### src/rtl/arbiter4_rr_sched.sv
// arbiter4_rr_sched: four input FIFOs shared onto one registered output
// channel by a round-robin scheduler with valid/ready backpressure.
// Optional weighted bursts are enabled by defining ARB_RR_WEIGHT_EN.
//
// Handshake: a word moves across an interface on a clock edge where valid
// and ready are both high. The sender keeps valid and data stable until that
// edge. Ready never depends on valid in the same cycle.
module arbiter4_rr_sched #(
    parameter int FIFO_DEPTH = 4,
    parameter int DATA_W     = 16
) (
    input  logic                   i_clk,
    input  logic                   i_reset_n,
    input  logic [3:0]             i_valid,
    input  logic [3:0][DATA_W-1:0] i_data,
    output logic [3:0]             o_ready,
    output logic                   o_valid,
    output logic [DATA_W-1:0]      o_data,
    output logic [1:0]             o_src,
    input  logic                   i_ready
`ifdef ARB_RR_WEIGHT_EN
    ,
    input  logic [7:0]             i_weight
`endif
);

    localparam int AW = $clog2(FIFO_DEPTH);

    logic [DATA_W-1:0] mem [4][FIFO_DEPTH];
    logic [AW-1:0]     wr_ptr [4];
    logic [AW-1:0]     rd_ptr [4];
    logic [AW:0]       count  [4];

    logic [3:0] full;
    logic [3:0] empty;
    logic [3:0] push;
    logic [3:0] pop;

    logic       stage_free;
    logic       found;
    logic       grant;
    logic [1:0] winner;
    logic [1:0] r_ptr;

`ifdef ARB_RR_WEIGHT_EN
    logic [2:0] burst_cnt;
    logic [2:0] burst_next;
    logic [2:0] weight_w;
    logic       drains;
`endif

    // A full FIFO stays closed even if it is popped this cycle.
    assign o_ready    = ~full;
    assign stage_free = !o_valid || i_ready;

    // Per-channel status and push/pop strobes.
    always_comb begin
        for (int n = 0; n < 4; n++) begin
            full[n]  = (count[n] == (AW+1)'(FIFO_DEPTH));
            empty[n] = (count[n] == '0);
            push[n]  = i_valid[n] && !full[n];
            pop[n]   = grant && (winner == 2'(n));
        end
    end

    // Winner search: first non-empty FIFO after the last-granted channel,
    // wrapping round to the last-granted channel itself.
    always_comb begin
        found  = 1'b0;
        winner = r_ptr;
        for (int k = 1; k <= 4; k++) begin
            if (!found && !empty[r_ptr + 2'(k)]) begin
                found  = 1'b1;
                winner = r_ptr + 2'(k);
            end
        end
`ifdef ARB_RR_WEIGHT_EN
        // An unfinished burst keeps the current channel ahead of the rotation.
        if (burst_cnt != 3'd0 && !empty[r_ptr]) begin
            found  = 1'b1;
            winner = r_ptr;
        end
`endif
        grant = stage_free && found;
    end

    // FIFO pointers and occupancy; pointers wrap naturally at FIFO_DEPTH.
    always_ff @(posedge i_clk or negedge i_reset_n) begin
        if (!i_reset_n) begin
            for (int n = 0; n < 4; n++) begin
                wr_ptr[n] <= '0;
                rd_ptr[n] <= '0;
                count[n]  <= '0;
            end
        end else begin
            for (int n = 0; n < 4; n++) begin
                if (push[n]) begin
                    wr_ptr[n] <= wr_ptr[n] + AW'(1);
                end
                if (pop[n]) begin
                    rd_ptr[n] <= rd_ptr[n] + AW'(1);
                end
                count[n] <= count[n] + (AW+1)'(push[n]) - (AW+1)'(pop[n]);
            end
        end
    end

    // FIFO storage; only ever read at an occupied slot, so no reset needed.
    always_ff @(posedge i_clk) begin
        for (int n = 0; n < 4; n++) begin
            if (push[n]) begin
                mem[n][wr_ptr[n]] <= i_data[n];
            end
        end
    end

    // Output stage and last-grant pointer; everything holds while stalled.
    always_ff @(posedge i_clk or negedge i_reset_n) begin
        if (!i_reset_n) begin
            o_valid <= 1'b0;
            o_data  <= '0;
            o_src   <= 2'd0;
            r_ptr   <= 2'd3;
        end else if (stage_free) begin
            if (found) begin
                o_valid <= 1'b1;
                o_data  <= mem[winner][rd_ptr[winner]];
                o_src   <= winner;
                r_ptr   <= winner;
            end else begin
                o_valid <= 1'b0;
            end
        end
    end

`ifdef ARB_RR_WEIGHT_EN
    // Burst bookkeeping for the granted channel; weight sampled at the grant.
    always_comb begin
        weight_w   = {1'b0, i_weight[{winner, 1'b0} +: 2]} + 3'd1;
        burst_next = (burst_cnt != 3'd0 && winner == r_ptr) ? burst_cnt + 3'd1 : 3'd1;
        drains     = (count[winner] == (AW+1)'(1)) && !push[winner];
    end

    // A burst ends when it reaches the weight or the channel runs dry.
    always_ff @(posedge i_clk or negedge i_reset_n) begin
        if (!i_reset_n) begin
            burst_cnt <= 3'd0;
        end else if (grant) begin
            burst_cnt <= (burst_next == weight_w || drains) ? 3'd0 : burst_next;
        end
    end
`endif

endmodule

### config.mk
export PLATFORM = sky130hd
export DESIGN_NAME = arbiter4_rr_sched
export DESIGN_NICKNAME = d
export VERILOG_FILES = /design/src/rtl/arbiter4_rr_sched.sv
export SDC_FILE = /design/constraint.sdc
export NUM_CORES = 1
export LEC_CHECK = 0
export CORE_MARGIN = 1.5
export CORE_UTILIZATION = 35
export CTS_CLUSTER_DIAMETER = 80
export DETAILED_ROUTE_END_ITERATION = 10
export DONT_BUFFER_PORTS = 1
export SYNTH_ARGS = -nofsm -noshare
export SYNTH_HDL_FRONTEND = slang
export SYNTH_SLANG_ARGS = --single-unit
### constraint.sdc
create_clock -name i_clk -period 9.6 [get_ports i_clk]
set_clock_uncertainty 0.2 [all_clocks]
set_input_delay 2.88 -clock i_clk [delete_from_list [all_inputs] [get_ports i_clk]]
set_output_delay 2.88 -clock i_clk [all_outputs]
set_load 0.02 [all_outputs]
==> metrics.yaml <==
arrival_ns: 5.22
min_period_ns: 4.983
die_x_um: 194.9
rsz0062_at_grt: "false"
io_buffers: 0
grtUsageMet1_pct: 21.63
hp-class: "flip-flop to flip-flop"
syn_area_per_cell_um2: 16.08
grtUsageTotal_pct: 15.41
r2r-end: "count[8]"
cts_root_buf: "clkbuf_16"
crit_buf_inv: 2
synth_most_common_cell: "edfxtp_1"
nFillCells: 3365
rr_worst_depth: 13
holdPathStages: 1
yosys_warnings: 0
fin_nets: 898
synth_edf_count: 256
routedWlPerCell_um: 22.63
status: "complete, no violations"
ir_drop_uv: 200.8
design_area_mm2: 0.01418
finalHoldWorstSlack_ns: 0.2767
relSlewSlack_pct: 21.82
start_util_pct: 35.39
dr.pass1.iters: 5
max_freq_mhz: 200.7
drt-initial-drc-count: 653
slew_violations: 0
netlist_area_mm2: 0.01289
finalSetupTns_ns: 0
multiInputGateArea_mm2: 0.003598
synth_area_leaders: "edfxtp_1 (60%), dfrtp_1 (9.1%), mux2i_1 (5.3%), mux4_2 (2.8%), mux2_2 (2.6%)"
die_y_um: 194.9
setup_viol: 0
seq_area_mm2: 0.008916
dieArea_mm2: 0.03800
hold_violations: 0
grt_max_degree: 51
grt_pass1_wl_um: 44220
area_growth_pct: 9.985
clock_path_buffers: 3
p_total_mw: 5.250
grt_use_met3_pct: 4.234
finalCritPeriodShare_pct: 51.91
end_kind: "flip-flop"
stdcell_count: 1289
drive_above_1_share_pct: 15.35
worstMarginPinSlew_ns: 1.168
powerDensity_mw_per_mm2: 370.2
cts_buffers: 28
cpMaxStageDelayCell: "nor3_1"
dp_cells: 1237
r2r_slack_ns: 5.29
io_pins: 94
worst_ep_required_time_ns: 9.83
gp_congestion: 0.8390
num_antenna_cells: 0
drt-vias-per-instance: 5.196
tritoncts: "yes"
switching_share_pct: 37.96
synth_cell_types: 52
dpl.hpwl_um: 21270
cp-start-kind: "primary input"
routed_wl_um: 29170
crit_type: "primary input to flip-flop"
drc: 0
max_stage_delay_ns: 0.53
p_int_mw: 3.257
ys_ff_latch: 305
clock_sinks: 305
synth_seq_area_share_pct: 69.14
num_vias: 6698
ys.flop_type: "edfxtp_1"
synthTopCellsByCount: "edfxtp_1 (256), mux2i_1 (68), o21ai_0 (61)"
path_delay_family: "simple AND/OR/NAND/NOR gates"
path_cells: "nand2b_1 -> nand2b_1 -> nor3_1 -> ha_1 -> inv_1 -> ha_1 -> inv_1 -> fa_1 -> xnor2_1 -> xnor2_1"
grt_overflow: 0
grt_busiest_layer: "met2"
grt_use_met2_pct: 23.41
synthArstFlopShare_pct: 16.07
synth_top_area_cell: "edfxtp_1"
syn_nets: 901
worstSkewPairLatency_ns: 0.56
first_global_vias: 6751
fp-row-count: 70
power.leakage_nw: 4.899
post-cts-setup-buffers: 0
r2r_start: "count[7]"
pwr-share-comb_pct: 40.1
switching_power_mw: 1.993
synth_top_area_share_pct: 59.62
seqPwrFrac_pct: 38.8
hold_start: "rd_ptr[7]"
cts.hold.buffers_added: 0
cp_max_fo: 21
p_clk_share_pct: 21.1
cts_resized: 0
min_to: "rd_ptr[7]"
core_area_mm2: 0.03643
place_area_mm2: 0.01327
antenna_found_initial: 0
cap_violations: 0
htreeDepth: 1
synth_cells: 802
clk_pin_slew_worst_paths_ns: 0.07
antenna_left: 0
power groups by stage:
stage	Combinational (mW)	Clock, mW	Sequential [mW]
after floorplan	1.75	0	1.97
after global placement	2.08	0	2.06
after detailed placement	2.10	0	2.06
after CTS	2.11	1.13	2.04
after global routing	2.31	1.17	2.07
final	2.11	1.11	2.04
worst max-delay path by stage:
stage | start | end | depth (start not counted)
after floorplan | i_ready | count[8] | 11
final | i_ready | count[8] | 10
after CTS | i_ready | count[8] | 10
after detailed placement | i_ready | count[8] | 10
after global placement | i_ready | count[8] | 10
after global routing | i_ready | count[8] | 10
kinds of logic (layout without fill, tap and decap cells):
family,Yosys count,count (layout),share of synthesized area (%)
AO/OA/AOI/OAI,138,138,7.665
XOR/XNOR,20,20,1.358
adder cells (fa/ha/maj),28,28,2.950
buffers and inverters,70,89,2.989
flip-flops,305,305,69.14
multiplexers,115,115,10.80
AND/OR/NAND/NOR,126,126,5.094
cell type report:
| class | count | area share [%] |
|---|---|---|
| clock buffer | 33 | 5.073 |
| clock inverter | 19 | 1.341 |
| inverter | 28 | 0.7411 |
| multi-input combinational | 427 | 25.37 |
| sequential | 305 | 62.87 |
| tap | 468 | 4.129 |
| timing repair buffer | 9 | 0.4764 |
per-stage QoR:
stage                     utilization, %  setup WS (ns)
after global routing               38.93          4.379
final                              38.93          4.617
after global placement             36.43          4.113
after floorplan                        -          4.603
after detailed placement           36.43          4.061
after CTS                          38.93          4.632
metal layers:
layer  wire (um)  part of all wire (%)
met1       12860                    44
met2       13090                    45
met3        2488                   8.5
met4         733                   2.5
met5           0                     0
sequential cells by signal, summed over array words and instances, names as in the netlist:
name,count
rd_ptr,8
mem,256
o_data,16
count,12
r_ptr,2
wr_ptr,8
o_valid,1
o_src,2
cells in the final DEF, fill, tap and decap left out, types with 2 or more instances in the layout:
| master | n |
|---|---|
| nor4_1 | 16 |
| clkbuf_16 | 28 |
| a211oi_2 | 17 |
| a211oi_1 | 4 |
| clkinv_1 | 7 |
| xor2_1 | 4 |
| mux2i_1 | 68 |
| mux2_2 | 30 |
| o21ai_1 | 4 |
| edfxtp_1 | 256 |
| or3_1 | 3 |
| nand2b_1 | 3 |
| nor2b_1 | 3 |
| clkbuf_1 | 5 |
| dfstp_2 | 2 |
| mux4_2 | 16 |
| o21ai_0 | 61 |
| buf_4 | 9 |
| nand3_1 | 31 |
| and3_1 | 16 |
| clkinvlp_4 | 3 |
| nand2_1 | 17 |
| xnor2_1 | 16 |
| dfrtp_1 | 47 |
| o211ai_1 | 5 |
| inv_1 | 28 |
| fa_1 | 4 |
| a31oi_1 | 30 |
| o221ai_2 | 2 |
| bufinv_16 | 3 |
| nor2_1 | 24 |
| o211a_1 | 2 |
| and2_1 | 5 |
| o22ai_1 | 2 |
| ha_1 | 24 |
| clkinv_2 | 3 |
| nor3_1 | 5 |
Power figures use the tool's default switching activity.
